<file path="config.mk">
export PLATFORM = sky130hd
export DESIGN_NAME = seg7_scan
export DESIGN_NICKNAME = d
export VERILOG_FILES = /design/src/rtl/seg7_pkg.sv /design/src/rtl/bcd_to_seg7.sv /design/src/rtl/seg7_scan.sv
export SDC_FILE = /design/constraint.sdc
export NUM_CORES = 1
export LEC_CHECK = 0
export BUFFER_PORTS_ARGS = -buffer_cell sky130_fd_sc_hd__buf_4
export CAP_MARGIN = 25
export CORE_MARGIN = 5
export CORE_UTILIZATION = 41
export CTS_CLUSTER_DIAMETER = 50
export DETAILED_ROUTE_END_ITERATION = 8
export GPL_TIMING_DRIVEN = 0
export PLACE_DENSITY = 0.72
export REMOVE_ABC_BUFFERS = 1
export SLEW_MARGIN = 5
export SYNTH_ARGS = -nofsm -noshare
export SYNTH_HDL_FRONTEND = slang
export SYNTH_SLANG_ARGS = --single-unit
</file>
<file path="constraint.sdc">
create_clock -name Clk -period 2.5 [get_ports Clk]
set_input_delay 0.25 -clock Clk [delete_from_list [all_inputs] [get_ports Clk]]
set_output_delay 0.25 -clock Clk [all_outputs]
set_load 0.01 [all_outputs]
</file>
<file path="src/rtl/seg7_pkg.sv">
// Segment constants and nibble decode for the multiplexed seven-segment driver.
// Patterns are active-low, bit order gfedcba in [6:0], decimal point in bit 7.
package seg7_pkg;

   localparam int unsigned SEG_A_BIT  = 0;
   localparam int unsigned SEG_G_BIT  = 6;
   localparam int unsigned SEG_DP_BIT = 7;

   localparam logic [6:0] SEG_0     = 7'h40;
   localparam logic [6:0] SEG_1     = 7'h79;
   localparam logic [6:0] SEG_2     = 7'h24;
   localparam logic [6:0] SEG_3     = 7'h30;
   localparam logic [6:0] SEG_4     = 7'h19;
   localparam logic [6:0] SEG_5     = 7'h12;
   localparam logic [6:0] SEG_6     = 7'h02;
   localparam logic [6:0] SEG_7     = 7'h78;
   localparam logic [6:0] SEG_8     = 7'h00;
   localparam logic [6:0] SEG_9     = 7'h10;
   localparam logic [6:0] SEG_DASH  = 7'h3F;
   localparam logic [6:0] SEG_BLANK = 7'h7F;

   // Non-BCD nibbles render as a dash so corrupted counter data stays visible.
   function automatic logic [6:0] seg7_pattern(input logic [3:0] nib);
      case (nib)
         4'd0:    return SEG_0;
         4'd1:    return SEG_1;
         4'd2:    return SEG_2;
         4'd3:    return SEG_3;
         4'd4:    return SEG_4;
         4'd5:    return SEG_5;
         4'd6:    return SEG_6;
         4'd7:    return SEG_7;
         4'd8:    return SEG_8;
         4'd9:    return SEG_9;
         default: return SEG_DASH;
      endcase
   endfunction

endpackage

</file>
<file path="src/rtl/bcd_to_seg7.sv">
// Combinational BCD nibble to active-low gfedcba pattern, with a forced-blank input.
module bcd_to_seg7
   import seg7_pkg::*;
(
   input  logic [3:0] nibble_i,
   input  logic       blank_i,
   output logic [6:0] pat_o
);

   always_comb begin
      pat_o = blank_i ? SEG_BLANK : seg7_pattern(nibble_i);
   end

endmodule

</file>
<file path="src/rtl/seg7_scan.sv">
// Time-multiplexed common-anode seven-segment driver with per-frame input
// snapshot and leading-zero blanking; Sel and Seg are registered.
module seg7_scan
   import seg7_pkg::*;
#(
   parameter int unsigned DIGITS   = 4,
   parameter int unsigned SCAN_DIV = 50000
) (
   input  logic                  Clk,
   input  logic                  Rst,
   input  logic [4*DIGITS-1:0]   Bcd,
   input  logic [DIGITS-1:0]     Dp,
   input  logic                  Blank_lz,
   input  logic                  En,
   output logic [DIGITS-1:0]     Sel,
   output logic [7:0]            Seg,
   output logic                  Frame
);

   localparam int unsigned PW = $clog2(SCAN_DIV);
   localparam int unsigned IW = $clog2(DIGITS);

   logic [PW-1:0]       p_q, p_d;
   logic [IW-1:0]       idx_q, idx_d;
   logic [4*DIGITS-1:0] bcd_q, bcd_d;
   logic [DIGITS-1:0]   dp_q, dp_d;
   logic [DIGITS-1:0]   sel_q, sel_d;
   logic [7:0]          seg_q, seg_d;

   logic                p_last, frame_last, zero_run;
   logic [DIGITS-1:0]   blank_mask;
   logic [3:0]          cur_nib;
   logic                cur_dp, cur_blank;
   logic [6:0]          cur_pat;

   assign p_last     = (p_q == PW'(SCAN_DIV - 1));
   assign frame_last = p_last && (idx_q == IW'(DIGITS - 1));

   always_comb begin
      p_d   = p_last ? '0 : p_q + 1'b1;
      idx_d = idx_q;
      if (p_last) begin
         idx_d = (idx_q == IW'(DIGITS - 1)) ? '0 : idx_q + 1'b1;
      end
      bcd_d = frame_last ? Bcd : bcd_q;
      dp_d  = frame_last ? Dp  : dp_q;
   end

   // Walk down from the top digit; digit 0 is excluded so zero still shows "0".
   always_comb begin
      zero_run   = Blank_lz;
      blank_mask = '0;
      for (int unsigned k = DIGITS - 1; k >= 1; k--) begin
         zero_run      = zero_run & (bcd_q[4*k +: 4] == 4'd0);
         blank_mask[k] = zero_run;
      end
   end

   always_comb begin
      cur_nib   = '0;
      cur_dp    = 1'b0;
      cur_blank = 1'b0;
      for (int unsigned i = 0; i < DIGITS; i++) begin
         if (idx_q == IW'(i)) begin
            cur_nib   = bcd_q[4*i +: 4];
            cur_dp    = dp_q[i];
            cur_blank = blank_mask[i];
         end
      end
   end

   bcd_to_seg7 u_dec (
      .nibble_i (cur_nib),
      .blank_i  (cur_blank),
      .pat_o    (cur_pat)
   );

   always_comb begin
      for (int unsigned i = 0; i < DIGITS; i++) begin
         sel_d[i] = !(En && (idx_q == IW'(i)));
      end
      seg_d = 8'hFF;
      if (En) begin
         seg_d[SEG_G_BIT:SEG_A_BIT] = cur_pat;
         seg_d[SEG_DP_BIT]          = ~cur_dp;
      end
   end

   always_ff @(posedge Clk) begin
      if (Rst) begin
         p_q   <= '0;
         idx_q <= '0;
         bcd_q <= '0;
         dp_q  <= '0;
         sel_q <= '1;
         seg_q <= '1;
      end else begin
         p_q   <= p_d;
         idx_q <= idx_d;
         bcd_q <= bcd_d;
         dp_q  <= dp_d;
         sel_q <= sel_d;
         seg_q <= seg_d;
      end
   end

   assign Sel   = sel_q;
   assign Seg   = seg_q;
   assign Frame = frame_last & ~Rst;

endmodule

</file>
* Word-level counts from Yosys, hierarchy flattened *
Memories as Yosys holds them, arrays and structs flattened. A register that Yosys moved wholly into a read port is not among the register bits.
Cells that the tools add are included.

storage, ports and cells
  flip-flop bits (word level) = 43
  bits in read-only memories = 112
  memories = 1

memories
  memory            depth  width  rd ports  clocked after Yosys merged registers in  write ports  RTL line        text
  (name not given)  16     7      1         1                                        0            seg7_pkg.sv:24  case (nib)

cells by class
  $add $sub $neg = 2
  equal/unequal tests = 4
  multiplexer cells = 12
  bitwise gates (word level) = 7
  reduce and logical (&&, ||, !) cells = 16

operator list
  operator               count
  $add 16x1->16 const B  1
  $eq 16x16->1 const B   1
  $mux 4                 4
  $logic_not 4->1        3
  $mux 1                 7
  $logic_and 1x1->1      5
  $and 1x1->1            4
  $eq 2x2->1 const B     2
  $logic_not 1->1        4
  $reduce_or 2->1        2
  $not 1->1              3
  $reduce_or 3->1        1
  $add 2x1->2 const B    1
  $eq 2x1->1 const B     1
  $logic_not 2->1        1
  $mux 2                 1

* Logic depth before layout (Yosys ltp) *
  depth in word-level cells = 8
  gate-level depth with buffers = 10
  depth with buffers taken out = 9

* By module *
A second synthesis with hierarchy kept.

second synthesis, totals
  cell total of the unflattened synthesis = 261
  area, all modules = 2304.7 um2

by module, submodules not included
  module       instances  cells each  area an instance (um2)
  seg7_scan    1          226         2072.0
  bcd_to_seg7  1          35          232.7

* Worst setup path after synthesis *
OpenSTA, ideal clock, no wires.

  path type = flip-flop to flip-flop
  start point = register idx_q[1]
  end point = register seg_q[4] (netlist: Seg[4])
  setup time = 0.070 ns
  arrival = 2.109 ns
  data required time = 2.430 ns
  path slack = 0.322 ns
  stages on the path, launching flop included = 11
  buffers on the path = 1
  path through = dfxtp_1 -> inv_1 -> ha_1 -> buf_2 -> nand3b_1 -> a221oi_1 -> inv_1 -> ha_1 -> nor3_1 -> a221oi_1 -> o21ai_1

between the ends
  cells in the longest elaborated chain, start to end = 5

ends and longest elaborated chain
  item                                                 RTL line         text
  from (decl)                                          seg7_scan.sv:24  logic [IW-1:0] idx_q, idx_d;
  from (signal assigned)                               seg7_scan.sv:99  idx_q <= idx_d;
  $eq 2x1->1 or $logic_not 2->1 (tied branches)        seg7_scan.sv:64  if (idx_q == IW'(i)) begin
  $mux 1 or $mux 4 (tied branches) (3 in a row)        seg7_scan.sv:64
  $reduce_or 3->1 (no line) or $mux 4 (tied branches)  --
  to (decl)                                            seg7_scan.sv:28  logic [7:0] seg_q, seg_d;

Several ways; a longest one is shown, not always the timed one.
A chain may end at the register's enable or synchronous reset.

* Worst setup path in the final report *
  start point = register p_q[0]
  end point = output Frame

between the ends
  cells in the longest elaborated chain, start to end = 3

ends and longest elaborated chain
  item                    RTL line          text
  from (decl)             seg7_scan.sv:23   logic [PW-1:0] p_q, p_d;
  from (signal assigned)  seg7_scan.sv:98   p_q <= p_d;
  $eq 16x16->1            seg7_scan.sv:36   assign p_last = (p_q == PW'(SCAN_DIV - 1));
  $logic_and 1x1->1       seg7_scan.sv:37   assign frame_last = p_last && (idx_q == IW'(DIGITS - 1));
  $and 1x1->1             seg7_scan.sv:109  assign Frame = frame_last & ~Rst;
  to (decl)               seg7_scan.sv:17   output logic Frame

Every way passes these cells.

==> impl_metrics.json <==
{
  "antenna_found_initial": 0,
  "crit_required_ns": 2.25,
  "clock.fmax_mhz": 424,
  "finish.net_count": 299,
  "gpl.final_weighted_congestion": 0.872,
  "netlist_area_sq_um": 2250,
  "max-vdd-ir-drop_uv": 257,
  "worst-path-max-fanout": 15,
  "crit_top_cell": "buf_4",
  "via_count_of_the_first_global_routing_pass": 1787,
  "max_slew.worst_pin.slew_ns": 0.657,
  "path_clk_slew_ns": 0.08,
  "drt_pre_antenna_iters": 4,
  "cts_root_buf": "clkbuf_8",
  "share_of_cells_above_drive_strength_1": 0.219,
  "crit_path_cell_trace": "ha_2 -> and4_2 -> nand4_1 -> nor3b_4 -> buf_4 -> buf_4",
  "holdCritPathClass": "in -> reg",
  "synthToLayoutAreaGrowth_pct": 19.2,
  "avgSynthCellArea_sq_um": 9.78,
  "placedInstanceArea_sq_um": 2560,
  "insertedDiodeCount": 0,
  "totalPowerFinal_w": 0.00136,
  "hold_violations": 0,
  "ys_seq_area_frac": 0.445,
  "setup-tns-final_ns": 0,
  "syn-instance-count": 230,
  "fin_area_sq_um": 2680,
  "timing.max_cap.violations": 0,
  "path_class": "reg -> out",
  "port_buffers": 36,
  "final_core_utilization": 0.496,
  "crit_cells": 6,
  "die_area_sq_um": 7070,
  "vias": 1799,
  "rows": 27,
  "route.detailed.drc": 0,
  "slew-limit-headroom": 0.562,
  "timing.critical_path.from_type": "flop",
  "numCtsBuffers": 5,
  "outcome": "completed",
  "die_width_microns": 84.1,
  "final_period_minus_worst_setup_slack_ns": 2.36,
  "synth_unique_cells": 44,
  "layout.filler_cells": 525,
  "tritoncts_num_sinks": 50,
  "cpPeakStageDelay_ns": 0.38,
  "cts_tree": "done",
  "synth_top_cell_area_share": 0.445,
  "post_cts_hold_buffer_count": 0,
  "grt_remaining_overflow": 0,
  "cp.arrival_ns": 2.11,
  "grt_setup_unrepaired": "no",
  "antenna_left": 0,
  "maxSlewViolCount": 0,
  "fin_skew_ns": 0.00342,
  "cell_family_with_the_largest_share_of_critical_path_delay": "simple AND/OR/NAND/NOR gates",
  "global_route_wire_length_before_repair_mm": 8.09,
  "floorplan_die_height_microns": 84.1,
  "num_io_pins": 37,
  "post_drt_via_cell_ratio": 5.34,
  "timing.critical_path.to_type": "output port",
  "detail_routed_net_length_per_standard_cell_microns": 13.9,
  "crit_path_max_delay_cell_type": "dfxtp_1",
  "total_buffers_and_inverters_traversed_by_the_critical_path": 2,
  "timing.final.crit_share": 0.944,
  "total_wire_length_mm": 4.67,
  "reg2reg_depth": 9,
  "synth.yosys.warnings": 0,
  "htree_num_levels": 2,
  "setup_violations": 0,
  "max-clock-path-buffers": 2,
  "dpl.hpwl_mm": 3.35,
  "initial_core_util": 0.416,
  "synth_area_leader_cell": "dfxtp_1",
  "placedCellCount": 328,
  "power_density_nw_per_um2": 507,
  "clkLatencyLatePin_ns": 0.30,
  "leakage_power_nw": 1.06,
  "ys_ff_latch": 50,
  "design.core.area_sq_um": 5410,
  "violation_count_after_the_first_detailed_routing_iteration": 57,
  "final_cells": 337,
  "grt_start_max_net_pins": 22,
  "synth_top_cells_by_area": "dfxtp_1, a22o_1, ha_1",
  "gr-usage-all-layers": 0.141,
  "hold_depth": 2
}
-- per-layer routing --
metal | share of wire | wire (microns) | GRT usage
met3 | 0.049 | 231 | 0.0543
met1 | 0.46 | 2140 | 0.166
met2 | 0.47 | 2220 | 0.230
met4 | 0.017 | 79 | 0.0556
met5 | 0 | 0 | 0
-- synthesized netlist by cell type (all sizes together) --
library cell	n
a21oi	5
nor3b	6
nor2b	3
a311o	1
a22o	20
nand4	8
nor4	7
a21o	1
a211oi	4
nor2	19
mux2i	2
xnor2	6
nor4b	1
o211ai	1
and4	3
buf	12
nand3b	5
nor3	3
a221o	1
a31oi	3
a211o	1
or4	1
a311oi	1
o31ai	1
a21boi	1
dfxtp	50
o21a	1
o21ai	5
nand2b	3
nor4bb	1
and2	3
nand3	7
nand2	12
ha	11
a221oi	2
xor2	8
inv	7
and3	4
-- final timing paths --
kind | from | end | slack (ns)
max | p_q[0] | Frame | 0.14
min | Bcd[8] | bcd_q[8] | 0.15
max reg2reg | idx_q[1] | Seg[4] | 0.19
min reg2reg | dp_q[3] | dp_q[3] | 0.47
-- state kept, by name, indices dropped and copies added (netlist names) --
name and flops:
Sel 4, p_q 16, dp_q 4, bcd_q 16
idx_q 2, Seg 8
-- timing repair --
action	4_1_cts	5_1_grt
pin swaps	1	0
gates resized for setup	3	2
endpoints found under the setup margin	4	1
buffers inserted	1	0
-- cell type report --
type / instances / area, sq um / share of cell area
Clock buffer: 7 / 86.3 / 0.0322
Clock inverter: 1 / 5.00 / 0.00187
Inverter: 7 / 26.3 / 0.00979
Multi-Input combinational cell: 161 / 1180 / 0.439
Sequential cell: 50 / 1000 / 0.373
Tap cell: 72 / 90.1 / 0.0336
Timing Repair Buffer: 39 / 297 / 0.111
-- worst register-to-register path, stage by stage (launching register included) --
cell and delay (ns):
dfxtp_1 0.38, inv_1 0.07, ha_1 0.31, nand3b_1 0.23, a221oi_2 0.42, inv_1 0.15
ha_1 0.23, nor3_1 0.21, a221oi_1 0.11, o21ai_1 0.14
-- logic make-up (layout without fill, tap and decap cells) --
family / after synthesis / in the layout / synth area share
and+or+nand+nor: 86 / 86 / 0.221
xor gates and xnor gates: 14 / 14 / 0.0545
buffers and inverters: 19 / 54 / 0.0417
muxes: 2 / 2 / 0.00890
DFF: 50 / 50 / 0.445
adders and majority gates: 11 / 11 / 0.0612
AOI/OAI and AO/OA: 48 / 48 / 0.167
-- cells in the final DEF, fill, tap and decap left out, types with 2 or more instances in the layout --
cell type,count
mux2i_1,2
buf_4,38
ha_2,2
nand2_1,12
clkbuf_8,6
and2_1,3
dfxtp_1,50
nor4_1,7
nor3b_1,5
a21oi_1,3
nand3_1,7
nand4_1,7
and3_1,4
xnor2_1,6
nand2b_1,3
and4_1,2
ha_1,9
a22o_1,20
a31oi_1,3
xor2_1,8
inv_1,6
a211oi_1,4
nand3b_1,5
a21oi_2,2
o21ai_1,4
nor2b_1,3
nor3_1,3
nor2_1,19
-- through the flow --
stage / hold WS (ns) / setup slack, ns
after floorplan: 0.322 / 0.361
after global placement: 0.441 / -0.230
after detailed placement: 0.452 / -0.0921
after CTS: 0.146 / 0.0762
after global routing: 0.140 / 0.0117
final: 0.155 / 0.141
-- where the power goes --
group          switching [W]  total (W)  internal (W)
Sequential        0.00000577   0.000812      0.000806
Clock               0.000254   0.000477      0.000223
Combinational      0.0000318  0.0000720     0.0000402
Total               0.000291    0.00136       0.00107
(Power assumes the default switching activity.)
